## config.mk

```make
export PLATFORM = sky130hd
export DESIGN_NAME = spi_frame_master
export DESIGN_NICKNAME = d
export VERILOG_FILES = /design/src/rtl/spi_frame_master.sv
export SDC_FILE = /design/constraint.sdc
export NUM_CORES = 1
export LEC_CHECK = 0
export CORE_ASPECT_RATIO = 0.6
export CORE_MARGIN = 1
export CORE_UTILIZATION = 40
export CTS_CLUSTER_DIAMETER = 120
export DETAILED_ROUTE_END_ITERATION = 7
export DONT_BUFFER_PORTS = 1
export GPL_ROUTABILITY_DRIVEN = 0
export GPL_TIMING_DRIVEN = 0
export HOLD_SLACK_MARGIN = 0.06
export SETUP_SLACK_MARGIN = 0.05
export SLEW_MARGIN = 5
export SYNTH_ARGS = -nofsm -noshare
export SYNTH_HDL_FRONTEND = slang
export SYNTH_SLANG_ARGS = --single-unit
```

## constraint.sdc

```tcl
create_clock -name i_clk -period 2.9 [get_ports i_clk]
set_input_delay 0.58 -clock i_clk [delete_from_list [all_inputs] [get_ports i_clk]]
set_output_delay 0.58 -clock i_clk [all_outputs]
set_load 0.01 [all_outputs]
```

## src/rtl/spi_frame_master.sv

```systemverilog
// rtl/spi_frame_master.sv - SPI frame master: 8-bit header {r_w, adr} plus NBIT data bits, MSB first
//
// Purpose: turns one start request into one framed SPI transfer on a shared
// sclk/mosi/cs bus. mosi is updated together with the sclk fall and held for a
// full CLK_DIV low phase before every rise. A CLK_DIV hold follows the last
// rise, then a CS_GAP window with cs high. Every output is registered.
//
// Ports:
//   i_clk      system clock (also the slaves' oversampling clock)
//   i_rst_n    asynchronous reset, active low
//   i_start    one-cycle request, honoured only while o_busy is low
//   i_wr       header bit 7 (1 = write, 0 = read/no-op)
//   i_adr      7-bit slave address
//   i_data     NBIT payload
//   i_miso     serial read data           (SPI_MISO_RD_EN only)
//   o_rd_data  word captured from i_miso  (SPI_MISO_RD_EN only)
//   o_sclk     SPI clock, idles low
//   o_mosi     serial data, idles high
//   o_cs       chip select, active low
//   o_busy     high from the cycle after an accepted start until done
//   o_done     one-cycle pulse when the cs gap completes
//
// Optional feature: define SPI_MISO_RD_EN to add the miso read-back path.

module spi_frame_master #(
    parameter int NBIT    = 8,
    parameter int CLK_DIV = 4,
    parameter int CS_GAP  = 4
) (
    input  logic            i_clk,
    input  logic            i_rst_n,
    input  logic            i_start,
    input  logic            i_wr,
    input  logic [6:0]      i_adr,
    input  logic [NBIT-1:0] i_data,
`ifdef SPI_MISO_RD_EN
    input  logic            i_miso,
    output logic [NBIT-1:0] o_rd_data,
`endif
    output logic            o_sclk,
    output logic            o_mosi,
    output logic            o_cs,
    output logic            o_busy,
    output logic            o_done
);

    localparam int FL   = 8 + NBIT;
    localparam int PMAX = (CLK_DIV > CS_GAP) ? CLK_DIV : CS_GAP;
    localparam int PW   = $clog2(PMAX);
    localparam int CW   = $clog2(FL + 1);

    typedef enum logic [2:0] {
        S_IDLE,
        S_SETUP,
        S_HIGH,
        S_LOW,
        S_HOLD,
        S_GAP
    } state_t;

    state_t          r_state, w_state_nxt;
    logic [PW-1:0]   r_phase, w_phase_nxt;
    logic [CW-1:0]   r_bits,  w_bits_nxt;
    logic [FL-1:0]   r_shreg, w_shreg_nxt;
    logic            w_last;
    logic            w_done_nxt;
    logic            w_cs_nxt;

    always_comb begin
        w_state_nxt = r_state;
        w_phase_nxt = r_phase + 1'b1;
        w_bits_nxt  = r_bits;
        w_shreg_nxt = r_shreg;
        w_done_nxt  = 1'b0;
        w_last      = (r_state == S_GAP) ? (r_phase == PW'(CS_GAP - 1))
                                         : (r_phase == PW'(CLK_DIV - 1));
        case (r_state)
            S_IDLE: begin
                w_phase_nxt = '0;
                if (i_start) begin
                    w_state_nxt = S_SETUP;
                    w_shreg_nxt = {i_wr, i_adr, i_data};
                    w_bits_nxt  = CW'(FL);
                end
            end
            S_SETUP: begin
                if (w_last) begin
                    w_state_nxt = S_HIGH;
                    w_phase_nxt = '0;
                end
            end
            S_HIGH: begin
                if (w_last) begin
                    w_phase_nxt = '0;
                    w_bits_nxt  = r_bits - 1'b1;
                    if (r_bits == CW'(1)) begin
                        w_state_nxt = S_HOLD;
                    end else begin
                        // Shifting on entry to LOW puts the next bit on mosi
                        // in the same cycle that sclk falls.
                        w_state_nxt = S_LOW;
                        w_shreg_nxt = {r_shreg[FL-2:0], 1'b0};
                    end
                end
            end
            S_LOW: begin
                if (w_last) begin
                    w_state_nxt = S_HIGH;
                    w_phase_nxt = '0;
                end
            end
            S_HOLD: begin
                if (w_last) begin
                    w_state_nxt = S_GAP;
                    w_phase_nxt = '0;
                end
            end
            S_GAP: begin
                if (w_last) begin
                    w_state_nxt = S_IDLE;
                    w_phase_nxt = '0;
                    w_done_nxt  = 1'b1;
                end
            end
            default: begin
                w_state_nxt = S_IDLE;
                w_phase_nxt = '0;
            end
        endcase
        w_cs_nxt = !(w_state_nxt inside {S_SETUP, S_HIGH, S_LOW, S_HOLD});
    end

    // Outputs are registered from the next-state decode so they line up with
    // r_state without any input-to-output combinational path.
    always_ff @(posedge i_clk or negedge i_rst_n) begin
        if (!i_rst_n) begin
            r_state <= S_IDLE;
            r_phase <= '0;
            r_bits  <= '0;
            r_shreg <= '0;
            o_sclk  <= 1'b0;
            o_mosi  <= 1'b1;
            o_cs    <= 1'b1;
            o_busy  <= 1'b0;
            o_done  <= 1'b0;
        end else begin
            r_state <= w_state_nxt;
            r_phase <= w_phase_nxt;
            r_bits  <= w_bits_nxt;
            r_shreg <= w_shreg_nxt;
            o_sclk  <= (w_state_nxt == S_HIGH);
            o_mosi  <= w_cs_nxt ? 1'b1 : w_shreg_nxt[FL-1];
            o_cs    <= w_cs_nxt;
            o_busy  <= (w_state_nxt != S_IDLE);
            o_done  <= w_done_nxt;
        end
    end

`ifdef SPI_MISO_RD_EN
    logic [NBIT-1:0] r_rx;
    logic            w_rise;

    // Sample on the edge that raises sclk; r_bits still holds the count of
    // bits left including the current one, so <= NBIT marks the data bits.
    assign w_rise = (w_state_nxt == S_HIGH) && (r_state != S_HIGH);

    always_ff @(posedge i_clk or negedge i_rst_n) begin
        if (!i_rst_n) begin
            r_rx      <= '0;
            o_rd_data <= '0;
        end else begin
            if (w_rise && (r_bits <= CW'(NBIT))) begin
                r_rx <= {r_rx[NBIT-2:0], i_miso};
            end
            if (w_done_nxt) begin
                o_rd_data <= r_rx;
            end
        end
    end
`endif

endmodule
```

==> flow_metrics.py <==
metrics = {
    "worst_setup_path": {
        "path_class": "reg2reg",
        "ff2ff_setup_slack_ps": 1110,
        "timing.rr.end": "r_shreg[10]",
        "max_stage_delay_ps": 410,
        "cp-start-kind": "flip-flop",
        "reg2reg_from": "r_bits[1]",
        "ff2ff_path_depth": 7,
        "cp_max_fo": 10,
        "critPathArrivalTime_ps": 1960,
        "cp_top_family": "simple AND/OR/NAND/NOR gates",
        "crit_buf_inv": 2,
        "worstPathRequired_ps": 3070,
        "endpoint_kind": "flip-flop",
        "slowest_stage": "dfrtp_1",
        "crit_chain": "inv_1 -> ha_1 -> nor4b_4 -> nor2_4 -> buf_6 -> a22o_1 -> a21o_1",
    },
    "timing": {
        "finalSetupViolations": 0,
        "finalHoldViolCount": 0,
        "tns_ps": 0,
        "finalClockSkew_ps": 7.31,
        "fin_crit_ps": 1790,
        "finalWorstSetupSlack_ps": 1110,
        "drv_slew": 0,
        "rsz0062_at_grt": "no",
        "max_slew.worst_pin.slew_ps": 426,
        "fin_crit_sh": 0.616,
        "whs_ps": 120,
        "max_freq_mhz": 560,
        "relSlewSlack": 0.716,
    },
    "clocking": {
        "cts_num_sinks": 31,
        "path_clk_slew_ps": 70,
        "htree_levels": 2,
        "clkLatencyLatePin_ps": 280,
        "post_cts_resized": 0,
        "clockBufferDepth": 2,
        "cts_buffers": 5,
        "cts_tree": "yes",
        "cts-root-buf": "clkbuf_8",
    },
    "flow_run": {
        "cap_violations": 0,
    },
    "logic_synthesis": {
        "synth_compound_area_frac": 0.235,
        "async_flop_share": 1.00,
        "synthSimpleGateAreaFrac": 0.143,
        "synthCells": 134,
        "seq_area_frac_synth": 0.513,
        "synth.avg_cell_area_um2": 11.3,
        "ys_warn_count": 0,
        "synth_top_family_by_area": "compound AO/OA/AOI/OAI gates",
        "ys_ff_latch": 31,
        "synth-adder-area-share": 0.0247,
        "ys_types": 40,
        "synth_edf_count": 0,
        "synth_fp_nets": 156,
        "synth_ff_type": "dfrtp_1",
        "synthXorXnorAreaFrac": 0.0115,
        "synth_mux_area_frac": 0.0206,
        "mappedNetlistArea_mm2": 0.00152,
    },
    "placement": {
        "numPlacedInstances": 179,
        "dp_hpwl_mm": 2.06,
        "port_buffers": 0,
        "dpl_cell_area_mm2": 0.00157,
        "pre_cts_slack_ps": 1120,
    },
    "finish": {
        "nets": 164,
        "diodes": 0,
        "synthToLayoutAreaGrowth_pct": 12.8,
        "finish.utilization": 0.497,
        "fin_cells": 188,
        "drive_above_1_share": 0.161,
        "seq_area_um2": 778,
        "postLayoutCellArea_mm2": 0.00171,
        "multi_input_area_um2": 661,
        "fillers": 312,
    },
    "floorplanning": {
        "start_util": 0.441,
        "core-area_mm2": 0.00344,
        "dieHeight_um": 49.7,
        "dieArea_mm2": 0.00405,
        "rows": 16,
        "die_w_um": 81.5,
        "io-pin-count": 24,
    },
    "routing": {
        "avgRoutedWirePerCell_um": 16.1,
        "drtAntennaViolNets": 0,
        "drtIter0Drc": 75,
        "vias": 1085,
        "wl_mm": 3.03,
        "first_pass_iters": 5,
        "via_per_inst": 5.77,
        "drt_drc_violations_left": 0,
    },
    "global_route": {
        "grt_pass1_vias": 1043,
        "grt.overflow.total": 0,
        "track_usage": 0.175,
        "grt_pass1_wl_mm": 5.13,
        "antenna_found_initial": 0,
        "grt_max_degree": 30,
    },
    "power": {
        "p_leak_nw": 0.839,
        "finalPower_mw": 1.68,
        "p_per_area_mw_per_mm2": 982,
        "peakVddDrop_uv": 352,
    },
    "run_status": {
        "status": "finished clean",
    },
    "min_path": {
        "hold_path_class": "in2async",
    },
}
logic make-up after synthesis:
kind of cell,count (synthesis)
buffers and inverters,12
DFF,31
adders and majority gates,3
AOI/OAI and AO/OA,49
xor gates and xnor gates,2
and+or+nand+nor,34
muxes,3
worst max path at each step:
stage          cells after the start       from  slack, ps           to
2_1_floorplan                      7  r_bits[1]       1330  r_shreg[10]
3_3_place_gp                       7  r_bits[1]       1160  r_shreg[10]
3_5_place_dp                       7  r_bits[1]       1120  r_shreg[10]
4_1_cts                            7  r_bits[1]       1110  r_shreg[10]
5_1_grt                            7  r_bits[1]       1030   r_shreg[8]
6_report                           7  r_bits[1]       1110  r_shreg[10]
layer usage:
metal  track usage  wire length, µm  vias to the layer above
met1         0.253             1380                      528
li1              -                -                      510
met4        0.0536               21                        0
met5             0                0                        -
met2         0.228             1270                       43
met3        0.0815              352                        4
cell usage in the layout, fill, tap and decap left out, drive strengths merged:
cell type / synthesis / final
nand3: 2 / 2
nand3b: 1 / 1
ha: 3 / 3
buf: 6 / 7
a21oi: 5 / 5
nor4: 1 / 1
nor3b: 1 / 1
inv: 4 / 4
or3: 1 / 1
clkbuf: 2 / 8
o21ai: 9 / 9
a221o: 1 / 1
a22o: 15 / 15
a211o: 1 / 1
nor2b: 1 / 1
a21o: 14 / 14
nand4: 1 / 1
bufinv: 0 / 1
clkinv: 0 / 1
or4b: 1 / 1
xor2: 2 / 2
nand2b: 1 / 1
dfrtp: 29 / 29
nor2: 7 / 7
o21bai: 1 / 1
mux2i: 2 / 2
nand4bb: 1 / 1
mux2: 1 / 1
and3: 3 / 3
nor4b: 1 / 1
o31ai: 2 / 2
and2: 1 / 1
nand2: 10 / 10
dfstp: 2 / 2
a2bb2oi: 1 / 1
nor3: 1 / 1
final cells by class:
class / count / share of cell area
Sequential cell: 31 / 0.455
Multi-Input combinational cell: 91 / 0.386
Clock buffer: 6 / 0.0482
Buffer: 8 / 0.0373
Tap cell: 45 / 0.0329
Clock inverter: 2 / 0.0205
Timing Repair Buffer: 1 / 0.0117
Inverter: 4 / 0.00877
what timing repair did:
action / in CTS / in global routing
hold buffers: 1 / 0
hold endpoints to repair: 29 / 0
buffers inserted: 0 / 0
synth_stat cells (3+ instances only):
master	count	area share
a21o_1	14	0.069
a21oi_1	5	0.016
a22o_1	15	0.087
buf_4	3	0.015
buf_6	3	0.022
dfrtp_1	29	0.48
ha_1	3	0.025
inv_1	3	0.0074
nand2_1	10	0.025
nor2_1	4	0.0099
o21ai_0	7	0.023
state kept, by name (all words and copies together) (netlist names):
| name | flops |
|---|---|
| o_busy | 1 |
| o_cs | 1 |
| o_done | 1 |
| o_mosi | 1 |
| o_sclk | 1 |
| r_bits | 5 |
| r_phase | 2 |
| r_shreg | 16 |
| r_state | 3 |
report_power, final:
group / switching, mW / leakage [nW] / total, mW / internal [mW]
Sequential: 0.107 / 0.371 / 0.711 / 0.604
Clock: 0.156 / 0.0612 / 0.434 / 0.278
Combinational: 0.275 / 0.407 / 0.536 / 0.261
Power figures use the tool's default switching activity.
